`config.mk`:
```
export PLATFORM = sky130hd
export DESIGN_NAME = fpu_issue_sequencer_flat
export DESIGN_NICKNAME = d
export VERILOG_FILES = /design/src/rtl/fpu_issue_sequencer_if.sv /design/src/rtl/fpu_issue_sequencer.sv /design/src/flat_wrapper.sv
export SDC_FILE = /design/constraint.sdc
export NUM_CORES = 1
export LEC_CHECK = 0
export CORE_AREA = 2 2 167 169
export DETAILED_ROUTE_END_ITERATION = 10
export DIE_AREA = 0 0 169 171
export PLACE_DENSITY = 0.66
export SYNTH_ARGS = -nofsm -noshare
export SYNTH_HDL_FRONTEND = slang
export SYNTH_SLANG_ARGS = --single-unit
```
`constraint.sdc`:
```
create_clock -name CLK -period 2.38 [get_ports CLK]
set_input_delay 0.595 -clock CLK [delete_from_list [all_inputs] [get_ports CLK]]
set_output_delay 0.595 -clock CLK [all_outputs]
set_load 0.02 [all_outputs]
```
`src/rtl/fpu_issue_sequencer_if.sv`:
```
// Bundle of the core request/response signals and the seven FPU AXI-Stream
// channels. The sequencer uses the master view; its environment uses the slave view.
interface fpu_issue_sequencer_if;
  logic         req_valid;
  logic         req_ready;
  logic [3:0]   req_op;
  logic [31:0]  req_a;
  logic [31:0]  req_b;
  logic         abort;
  logic         busy;
  logic         done;
  logic [31:0]  result;
  logic [1:0]   err;
  logic [31:0]  a_tdata;
  logic [31:0]  b_tdata;
  logic [7:0]   op_tdata;
  logic [6:0]   in_tvalid;
  logic [6:0]   in_tready;
  logic [223:0] r_tdata;
  logic [6:0]   r_tvalid;
  logic [6:0]   r_tready;

  modport master (
    input  req_valid, req_op, req_a, req_b, abort, in_tready, r_tdata, r_tvalid,
    output req_ready, busy, done, result, err, a_tdata, b_tdata, op_tdata,
           in_tvalid, r_tready
  );

  modport slave (
    output req_valid, req_op, req_a, req_b, abort, in_tready, r_tdata, r_tvalid,
    input  req_ready, busy, done, result, err, a_tdata, b_tdata, op_tdata,
           in_tvalid, r_tready
  );
endinterface

```
`src/rtl/fpu_issue_sequencer.sv`:
```
// Single-issue sequencer: steers one FPU op to its AXI-Stream unit, collects
// and normalises the result, with abort draining and a hang timeout.
module fpu_issue_sequencer #(
  parameter int TIMEOUT = 1023
) (
  input  logic                   CLK,
  input  logic                   RST_N,
  fpu_issue_sequencer_if.master  tif
);

  localparam int DATA_W    = 32;
  localparam int NUM_UNITS = 7;
  localparam int CNT_W     = $clog2(TIMEOUT + 1);

  localparam logic [2:0] U_ADDSUB = 3'd0;
  localparam logic [2:0] U_MUL    = 3'd1;
  localparam logic [2:0] U_DIV    = 3'd2;
  localparam logic [2:0] U_COMP   = 3'd3;
  localparam logic [2:0] U_FCVTSW = 3'd4;
  localparam logic [2:0] U_FCVTWS = 3'd5;
  localparam logic [2:0] U_FSQRTS = 3'd6;

  localparam logic [1:0] ERR_OK      = 2'b00;
  localparam logic [1:0] ERR_TIMEOUT = 2'b01;
  localparam logic [1:0] ERR_ILLEGAL = 2'b10;

  typedef enum logic [1:0] {ST_IDLE, ST_ISSUE, ST_WAIT, ST_DONE} state_t;

  function automatic logic is_legal(input logic [3:0] op);
    return (op <= 4'd9);
  endfunction

  function automatic logic [2:0] unit_of(input logic [3:0] op);
    logic [2:0] u;
    case (op)
      4'd0, 4'd1:       u = U_ADDSUB;
      4'd2:             u = U_MUL;
      4'd3:             u = U_DIV;
      4'd4, 4'd5, 4'd6: u = U_COMP;
      4'd7:             u = U_FCVTSW;
      4'd8:             u = U_FCVTWS;
      4'd9:             u = U_FSQRTS;
      default:          u = U_ADDSUB;
    endcase
    return u;
  endfunction

  // Sub-op code understood by the addsub and comp units.
  function automatic logic [7:0] op_code_of(input logic [3:0] op);
    logic [7:0] c;
    case (op)
      4'd1:    c = 8'h01;
      4'd4:    c = 8'h14;
      4'd5:    c = 8'h0C;
      4'd6:    c = 8'h1C;
      default: c = 8'h00;
    endcase
    return c;
  endfunction

  function automatic logic [NUM_UNITS-1:0] onehot(input logic [2:0] u);
    return NUM_UNITS'(1) << u;
  endfunction

  // Comparator results carry a single meaningful bit in position 0.
  function automatic logic [DATA_W-1:0] normalise(input logic [2:0] u,
                                                  input logic [NUM_UNITS*DATA_W-1:0] data);
    logic [DATA_W-1:0] raw;
    raw = '0;
    for (int i = 0; i < NUM_UNITS; i++) begin
      if (u == 3'(i)) raw = data[i*DATA_W +: DATA_W];
    end
    return (u == U_COMP) ? {{(DATA_W-1){1'b0}}, raw[0]} : raw;
  endfunction

  state_t                state_q, state_d;
  logic [2:0]            unit_q, unit_d;
  logic                  abort_q, abort_d;
  logic [CNT_W-1:0]      cnt_q, cnt_d;
  logic                  done_q, done_d;
  logic [DATA_W-1:0]     result_q, result_d;
  logic [1:0]            err_q, err_d;
  logic [DATA_W-1:0]     a_q, a_d;
  logic [DATA_W-1:0]     b_q, b_d;
  logic [7:0]            opc_q, opc_d;
  logic [NUM_UNITS-1:0]  in_tvalid_q, in_tvalid_d;
  logic [NUM_UNITS-1:0]  r_tready_q, r_tready_d;

  logic aborted;
  logic in_hs;
  logic r_hs;
  logic expired;

  assign aborted = abort_q | tif.abort;
  assign in_hs   = |(in_tvalid_q & tif.in_tready);
  assign r_hs    = |(r_tready_q & tif.r_tvalid);
  assign expired = (cnt_q == CNT_W'(TIMEOUT));

  always_comb begin
    state_d     = state_q;
    unit_d      = unit_q;
    abort_d     = abort_q;
    cnt_d       = cnt_q;
    done_d      = 1'b0;
    result_d    = result_q;
    err_d       = err_q;
    a_d         = a_q;
    b_d         = b_q;
    opc_d       = opc_q;
    in_tvalid_d = in_tvalid_q;
    r_tready_d  = r_tready_q;

    case (state_q)
      ST_IDLE: begin
        if (tif.req_valid) begin
          unit_d  = unit_of(tif.req_op);
          a_d     = tif.req_a;
          b_d     = tif.req_b;
          opc_d   = op_code_of(tif.req_op);
          abort_d = 1'b0;
          cnt_d   = '0;
          if (is_legal(tif.req_op)) begin
            in_tvalid_d = onehot(unit_of(tif.req_op));
            state_d     = ST_ISSUE;
          end else begin
            done_d   = 1'b1;
            err_d    = ERR_ILLEGAL;
            result_d = '0;
            state_d  = ST_DONE;
          end
        end
      end

      ST_ISSUE: begin
        cnt_d   = cnt_q + CNT_W'(1);
        abort_d = aborted;
        if (in_hs) begin
          in_tvalid_d = '0;
          r_tready_d  = onehot(unit_q);
          state_d     = ST_WAIT;
        end else if (expired) begin
          // Fault recovery: the only path that withdraws tvalid unacknowledged.
          in_tvalid_d = '0;
          if (aborted) begin
            state_d = ST_IDLE;
          end else begin
            done_d   = 1'b1;
            err_d    = ERR_TIMEOUT;
            result_d = '0;
            state_d  = ST_DONE;
          end
        end
      end

      ST_WAIT: begin
        cnt_d   = cnt_q + CNT_W'(1);
        abort_d = aborted;
        if (r_hs) begin
          r_tready_d = '0;
          if (aborted) begin
            state_d = ST_IDLE;
          end else begin
            done_d   = 1'b1;
            err_d    = ERR_OK;
            result_d = normalise(unit_q, tif.r_tdata);
            state_d  = ST_DONE;
          end
        end else if (expired) begin
          r_tready_d = '0;
          if (aborted) begin
            state_d = ST_IDLE;
          end else begin
            done_d   = 1'b1;
            err_d    = ERR_TIMEOUT;
            result_d = '0;
            state_d  = ST_DONE;
          end
        end
      end

      ST_DONE: begin
        state_d = ST_IDLE;
      end

      default: begin
        state_d = ST_IDLE;
      end
    endcase
  end

  always_ff @(posedge CLK or negedge RST_N) begin
    if (!RST_N) begin
      state_q     <= ST_IDLE;
      unit_q      <= '0;
      abort_q     <= 1'b0;
      cnt_q       <= '0;
      done_q      <= 1'b0;
      result_q    <= '0;
      err_q       <= ERR_OK;
      a_q         <= '0;
      b_q         <= '0;
      opc_q       <= '0;
      in_tvalid_q <= '0;
      r_tready_q  <= '0;
    end else begin
      state_q     <= state_d;
      unit_q      <= unit_d;
      abort_q     <= abort_d;
      cnt_q       <= cnt_d;
      done_q      <= done_d;
      result_q    <= result_d;
      err_q       <= err_d;
      a_q         <= a_d;
      b_q         <= b_d;
      opc_q       <= opc_d;
      in_tvalid_q <= in_tvalid_d;
      r_tready_q  <= r_tready_d;
    end
  end

  assign tif.req_ready = (state_q == ST_IDLE);
  assign tif.busy      = (state_q != ST_IDLE);
  assign tif.done      = done_q;
  assign tif.result    = result_q;
  assign tif.err       = err_q;
  assign tif.a_tdata   = a_q;
  assign tif.b_tdata   = b_q;
  assign tif.op_tdata  = opc_q;
  assign tif.in_tvalid = in_tvalid_q;
  assign tif.r_tready  = r_tready_q;

endmodule

```
`src/flat_wrapper.sv`:
```
// flat-port wrapper written by rule: the top's interface ports become plain ports
module fpu_issue_sequencer_flat 
#(
  parameter int TIMEOUT = 1023
)
  (CLK, RST_N, tif_req_valid, tif_req_op, tif_req_a, tif_req_b, tif_abort, tif_in_tready, tif_r_tdata, tif_r_tvalid, tif_req_ready, tif_busy, tif_done, tif_result, tif_err, tif_a_tdata, tif_b_tdata, tif_op_tdata, tif_in_tvalid, tif_r_tready);
  fpu_issue_sequencer_if tif_i ();
  input  logic CLK;
  input  logic RST_N;
  input wire logic [$bits(tif_i.req_valid)-1:0] tif_req_valid;
  input wire logic [$bits(tif_i.req_op)-1:0] tif_req_op;
  input wire logic [$bits(tif_i.req_a)-1:0] tif_req_a;
  input wire logic [$bits(tif_i.req_b)-1:0] tif_req_b;
  input wire logic [$bits(tif_i.abort)-1:0] tif_abort;
  input wire logic [$bits(tif_i.in_tready)-1:0] tif_in_tready;
  input wire logic [$bits(tif_i.r_tdata)-1:0] tif_r_tdata;
  input wire logic [$bits(tif_i.r_tvalid)-1:0] tif_r_tvalid;
  output wire logic [$bits(tif_i.req_ready)-1:0] tif_req_ready;
  output wire logic [$bits(tif_i.busy)-1:0] tif_busy;
  output wire logic [$bits(tif_i.done)-1:0] tif_done;
  output wire logic [$bits(tif_i.result)-1:0] tif_result;
  output wire logic [$bits(tif_i.err)-1:0] tif_err;
  output wire logic [$bits(tif_i.a_tdata)-1:0] tif_a_tdata;
  output wire logic [$bits(tif_i.b_tdata)-1:0] tif_b_tdata;
  output wire logic [$bits(tif_i.op_tdata)-1:0] tif_op_tdata;
  output wire logic [$bits(tif_i.in_tvalid)-1:0] tif_in_tvalid;
  output wire logic [$bits(tif_i.r_tready)-1:0] tif_r_tready;
  assign tif_i.req_valid = tif_req_valid;
  assign tif_i.req_op = tif_req_op;
  assign tif_i.req_a = tif_req_a;
  assign tif_i.req_b = tif_req_b;
  assign tif_i.abort = tif_abort;
  assign tif_i.in_tready = tif_in_tready;
  assign tif_i.r_tdata = tif_r_tdata;
  assign tif_i.r_tvalid = tif_r_tvalid;
  assign tif_req_ready = tif_i.req_ready;
  assign tif_busy = tif_i.busy;
  assign tif_done = tif_i.done;
  assign tif_result = tif_i.result;
  assign tif_err = tif_i.err;
  assign tif_a_tdata = tif_i.a_tdata;
  assign tif_b_tdata = tif_i.b_tdata;
  assign tif_op_tdata = tif_i.op_tdata;
  assign tif_in_tvalid = tif_i.in_tvalid;
  assign tif_r_tready = tif_i.r_tready;
  fpu_issue_sequencer #(.TIMEOUT(TIMEOUT)) u_core (.CLK(CLK), .RST_N(RST_N), .tif(tif_i));
endmodule
```
==> Word-level counts from Yosys, hierarchy flattened <==
Memories as Yosys holds them, arrays and structs flattened. A register that Yosys moved wholly into a read port is not among the register bits.
Index checks and enable logic that the tools add are counted.
W data, S select, Z words.
{ "word_totals": {"regBits": 134, "rom_bits": 96, "output_inout_bits": 123, "mem_count": 2} }
{ "memory_table": {"columns": ["memory", "depth", "width", "read_ports", "rd_clocked_by_memory_dff", "wr", "line_no", "source"], "rows": [
  ["(no name shown)", 16, 3, 1, 1, 0, "fpu_issue_sequencer.sv:35", "case (op)"],
  ["(no name shown)", 16, 3, 1, 0, 0, "fpu_issue_sequencer.sv:35", null]
]} }
{ "classes": {"addsub": 1, "magnitude_cmp": 1, "n_eq_ne": 22, "shift": 2, "n_mux": 54, "n_bitwise": 3, "reduce_logical": 16} }
{ "ops": {"columns": ["cell", "n"], "rows": [
  ["$mux W32", 15],
  ["$pmux W32 S3", 1],
  ["$mux W7", 6],
  ["$pmux W7 S2", 2],
  ["$mux W2", 13],
  ["$pmux W10 S2", 1],
  ["$pmux W5 S4", 1],
  ["$and A7 B7 Y7", 2],
  ["$reduce_or A7 Y1", 2],
  ["$shl A1 B3 Y7 const A", 2],
  ["$eq A4 B3 Y1 const B", 3],
  ["$add A10 B1 Y10 const B", 1],
  ["$eq A10 B10 Y1 const B", 1],
  ["$mux W10", 1],
  ["$eq A3 B3 Y1 const B", 3],
  ["$mux W3", 3],
  ["$pmux W2 S4", 1],
  ["$reduce_bool A2 Y1", 4],
  ["$mux W1", 7],
  ["$eq A3 B2 Y1 const B", 2],
  ["$ne A2 B2 Y1 const B", 3],
  ["$ne A3 B1 Y1 const B", 2],
  ["$pmux W2 S3", 1],
  ["$reduce_and A5 Y1", 1],
  ["other kinds (18)", 21]
]} }

==> Longest topological paths before layout <==
Gate-level depths: netlist of run 1.
{ "logic_depth": {"ltp_word": 12, "depth_mapped": 9, "depth_no_buf": 7} }

==> Worst setup path after synthesis of run 1 <==
OpenSTA, ideal clock, no wires.
{ "synth_path": {"kind": "register to register", "from": "register u_core.state_q[0]", "to": "register u_core.b_q[25], in the netlist u_core.tif.b_tdata[25]", "setup_ns": 0.125, "t_arrival_ns": 2.118, "setup_slack_ns": 0.137, "stages_incl_launch_ff": 8, "cell_sequence": "dfrtp_1 -> inv_1 -> ha_1 -> clkbuf_1 -> nand2_1 -> buf_1 -> buf_1 -> mux2_2"} }
{ "synth_via": {"elab_chain_len": 2} }
{ "synth_lines": {"columns": ["element", "line_no", "source"], "rows": [
  ["start, declared", "fpu_issue_sequencer.sv:76", "state_t state_q, state_d;"],
  ["start signal, assigned", "fpu_issue_sequencer.sv:206", "state_q <= state_d;"],
  ["$logic_not A2 Y1", null, null],
  ["net tif_req_ready", "flat_wrapper.sv:18", "output wire logic [$bits(tif_i.req_ready)-1:0] tif_req_ready;"],
  ["$reduce_and A2 Y1 (no line)", null, null],
  ["end signal, assigned", "fpu_issue_sequencer.sv:201", "b_q <= '0;"],
  ["end signal, assigned", "fpu_issue_sequencer.sv:214", "b_q <= b_d;"],
  ["end, declared", "fpu_issue_sequencer.sv:84", "logic [DATA_W-1:0] b_q, b_d;"]
]} }
The timed path passes the listed nets, and every way through them passes these cells.
A chain may end at the register's enable or synchronous reset.

==> Worst setup path after layout of run 1 <==
{ "layout_path": {"from": "input tif_in_tready[0]", "to": "register u_core.result_q[11], in the netlist u_core.tif.result[11]"} }
{ "layout_via": {"elab_chain_len": 4} }
{ "layout_lines": {"columns": ["element", "line_no", "source"], "rows": [
  ["start, declared", "flat_wrapper.sv:15", "input wire logic [$bits(tif_i.in_tready)-1:0] tif_in_tready;"],
  ["$and A7 B7 Y7", "fpu_issue_sequencer.sv:95", "assign in_hs = |(in_tvalid_q & tif.in_tready);"],
  ["$reduce_or A7 Y1", "fpu_issue_sequencer.sv:95", null],
  ["$ne A2 B2 Y1 (no line)", null, null],
  ["$reduce_and A5 Y1 (no line)", null, null],
  ["end signal, assigned", "fpu_issue_sequencer.sv:211", "result_q <= result_d;"],
  ["end, declared", "fpu_issue_sequencer.sv:81", "logic [DATA_W-1:0] result_q, result_d;"]
]} }
Every way passes these cells.

==> results of run 1 <==
[metrics by stage]
stage	instances	setup WS, ns	TNS, ns	util	hold slack, ns
floorplan	782	0.1372	0	-	0.2994
global placement	1516	-0.3459	-12.74	0.4587	0.4646
detailed placement	1516	-0.3547	-13.20	0.4587	0.4706
CTS	1548	0.08483	0	0.4813	0.08166
global route	1549	0.006491	0	0.4814	0.09641
finish	1549	0.08621	0	0.4814	0.08303
[cell families (layout without fill, tap and decap cells)]
family	count (synthesis)	count (layout)
simple gates	234	234
fa+ha+maj	5	5
other cells	1	5
mux	140	140
xor+xnor	1	1
compound gates	190	190
buf+inv	75	495
flops	133	133
[layout by cell type, fill, tap and decap left out, types with 7 or more instances in the layout]
cell               n
dfrtp_1          130
o21ai_0           21
nor3_1             7
a21bo_2           31
clkdlybuf4s50_1  394
a21oi_1           11
o221a_2           31
nand2b_1           7
nor2_1           142
mux2i_1           68
mux2_2            71
buf_4             43
o22ai_1           33
nand3_1            8
nand2_1           40
buf_12            14
inv_1              8
clkbuf_16         17
a21o_1            32
[critical path, cell delays in order]
cell and delay (ns):
clkdlybuf4s50_1 0.40, a222oi_1 0.39, buf_4 0.19, a31o_2 0.16
nand2_1 0.08, or3_1 0.42, buf_4 0.21, o221a_2 0.13
[routing by layer]
layer | GRT usage | vias to the layer above | wire length [um]
met4 | 0.07544 | 4 | 815
li1 | - | 3637 | -
met2 | 0.3435 | 322 | 14170
met1 | 0.2170 | 3669 | 11300
met3 | 0.06546 | 44 | 2526
met5 | 0 | - | 27
[layout make-up]
cell class                 count  area, um^2
antenna                        1       2.502
clock buffer                  17       425.4
clock inverter                15       181.4
fill                        2580       14170
inverter                       9       33.78
multi-input combinational    574        4168
sequential                   133        3334
tap                          346       432.9
timing repair buffer         454        4576
[worst max path at each step]
stage                             end  cells past startpoint
5_1_grt         u_core.tif.result[14]                      8
3_3_place_gp    u_core.tif.result[10]                      8
4_1_cts         u_core.tif.result[14]                      8
6_report        u_core.tif.result[11]                      8
2_1_floorplan  u_core.tif.b_tdata[25]                      7
3_5_place_dp    u_core.tif.result[13]                      8
[report_power, final]
part	internal (mW)	switching (mW)
combinational	0.474	0.221
clock	1.42	1.26
sequential	2.26	0.00316
[sequential cells by signal, summed over array words and instances (netlist names)]
signal,count
u_core.tif.r_tready,7
u_core.cnt_q,10
u_core.tif.a_tdata,32
u_core.tif.op_tdata,4
u_core.tif.b_tdata,32
u_core.unit_q,3
u_core.state_q,2
u_core.abort_q,1
u_core.tif.err,2
u_core.tif.in_tvalid,7
u_core.tif.result,32
u_core.tif.done,1
[repair_timing]
| item | 4_1_cts | 5_1_grt |
|---|---|---|
| endpoints found under the hold margin | 0 | 0 |
| gates resized for setup | 4 | 0 |
| setup buffers | 0 | 0 |
| endpoints found under the setup margin | 2 | 0 |
==> impl_metrics.csv, run 1 <==
group,metric,value,unit
outcome,status,"complete, no violations",
place,gp_congestion,0.8044,
global_routing,grt_max_degree,70,
flow_run,maxCapViolCount,0,
cts,clk_pin_slew_worst_paths,0.07,ns
worst_setup_path,timing.critical_path.required,2.68,ns
synthesis,synth_compound_area_frac,0.1958,
worst_setup_path,cp_data_arrival_time,2.60,ns
synthesis,yosysTopAreaCell,"dfrtp_1",
floorplanning,coreArea,27320,um^2
synthesis,avgSynthCellArea,10.01,um^2
synthesis,synth_cell_types,57,
global_routing,grt_first_pass_wirelength,43220,um
synthesis,netlist_instances,779,
synthesis,synth.top_cell.area_share,0.4268,
pwr,power_leakage,5.779,nW
synthesis,synth_most_common_cell,"nor2_1",
synthesis,ys_ff_latch,133,
floorplanning,dieWidth,169,um
worst_setup_path,startpoint,"tif_in_tready[0]",
sta,rsz0062_at_grt,"false",
floorplanning,die_area,28900,um^2
sta,fin_crit_sh,0.9638,
routing,wl_per_cell,18.62,um
worst_setup_path,cp-start-kind,"primary input",
global_routing,grt_pass1_vias,7808,
routing,drtAntennaViolNets,0,
cts,clock_sinks,133,
cells_and_area,design_area,13150,um^2
sta,clock_skew,0.01435,ns
floorplanning,ioPinCount,433,
hold_path,hold_path.class,"primary input to asynchronous set/reset pin",
synthesis,syn_area,7797,um^2
cts,cts_max_level,4,
sta,maxSlewViolCount,0,
place,io_buffers,397,
worst_setup_path,r2r_cells,6,
pwr,power,5.643,mW
routing,routed_wl,28840,um
routing,via_per_inst,4.955,
worst_setup_path,path_class,"primary input to register",
place,placed_area,12530,um^2
cells_and_area,areaGrowthSynthToFinish,68.69,%
worst_setup_path,crit_fanout,8,
cells_and_area,drive_above_1_share,0.2005,
sta,period_minus_slack,2.294,ns
synthesis,synth_edf_count,0,
global_routing,grt_antenna_before_repair,3,
pwr,power.density,429.0,nW/um^2
synthesis,synth_top_family_by_area,"compound AO/OA/AOI/OAI gates",
floorplanning,row_count,61,
synthesis,synthAdderAreaFrac,0.008023,
cts,postCtsHoldBufs,0,
cts,root_buffer,"clkbuf_16",
global_routing,grt.overflow.total,0,
synthesis,seq_area_frac_synth,0.4268,
cells_and_area,final_net_count,1504,
routing,vias,7676,
routing,drtIter0Drc,365,
sta,fmax,436.0,MHz
worst_setup_path,end_kind,"register",
cts,clk_latency,0.43,ns
cts,clockBufferDepth,2,
synthesis,synthXorXnorAreaFrac,0.001123,
synthesis,yosys-top-cells-area,"dfrtp_1 (43%), mux2_2 (10%), mux2i_1 (8.7%)",
sta,finalSetupViolCount,0,
sta,tightest_slew,0.5212,ns
sta,hold_viol,0,
floorplanning,die_y,171,um
worst_setup_path,rr_endpoint,"u_core.tif.result[11]",
floorplanning,start_util,0.2854,
synthesis,ys.flop_type,"dfrtp_1",
global_routing,grt_usage,0.1946,
pwr,ir_drop,444.9,uV
worst_setup_path,timing.rr.start,"u_core.tif.r_tready[3]",
cts,cts_tree,"done",
worst_setup_path,rrSetupSlack,0.24,ns
place,place_hpwl,22380,um
sta,timing.slew.headroom,0.6525,
synthesis,async_flop_share,1.000,
synthesis,synth_simple_gate_area_share,0.1314,
routing,route.detailed.drc,0,
synthesis,synthMuxAreaShare,0.1927,
cts,cts_buffers,17,
routing,dr.pass1.iters,4,
synthesis,yosysWarningCount,0,
synthesis,synth_common_cells,"nor2_1 (142), dfrtp_1 (133), mux2_2 (71)",
(Power assumes the default switching activity.)
==> run 2, diff against run 1 <==
Settings changed: CAP_MARGIN set to 10.
==> results of run 2 <==
Same layout as run 1: the final DEF is identical, and so are final timing and power.
==> run 3, diff against run 2 <==
Settings changed: ABC_CLOCK_PERIOD_IN_PS set to 2380.
==> results of run 3 <==
Same layout as run 1: the final DEF is identical, and so are final timing and power.
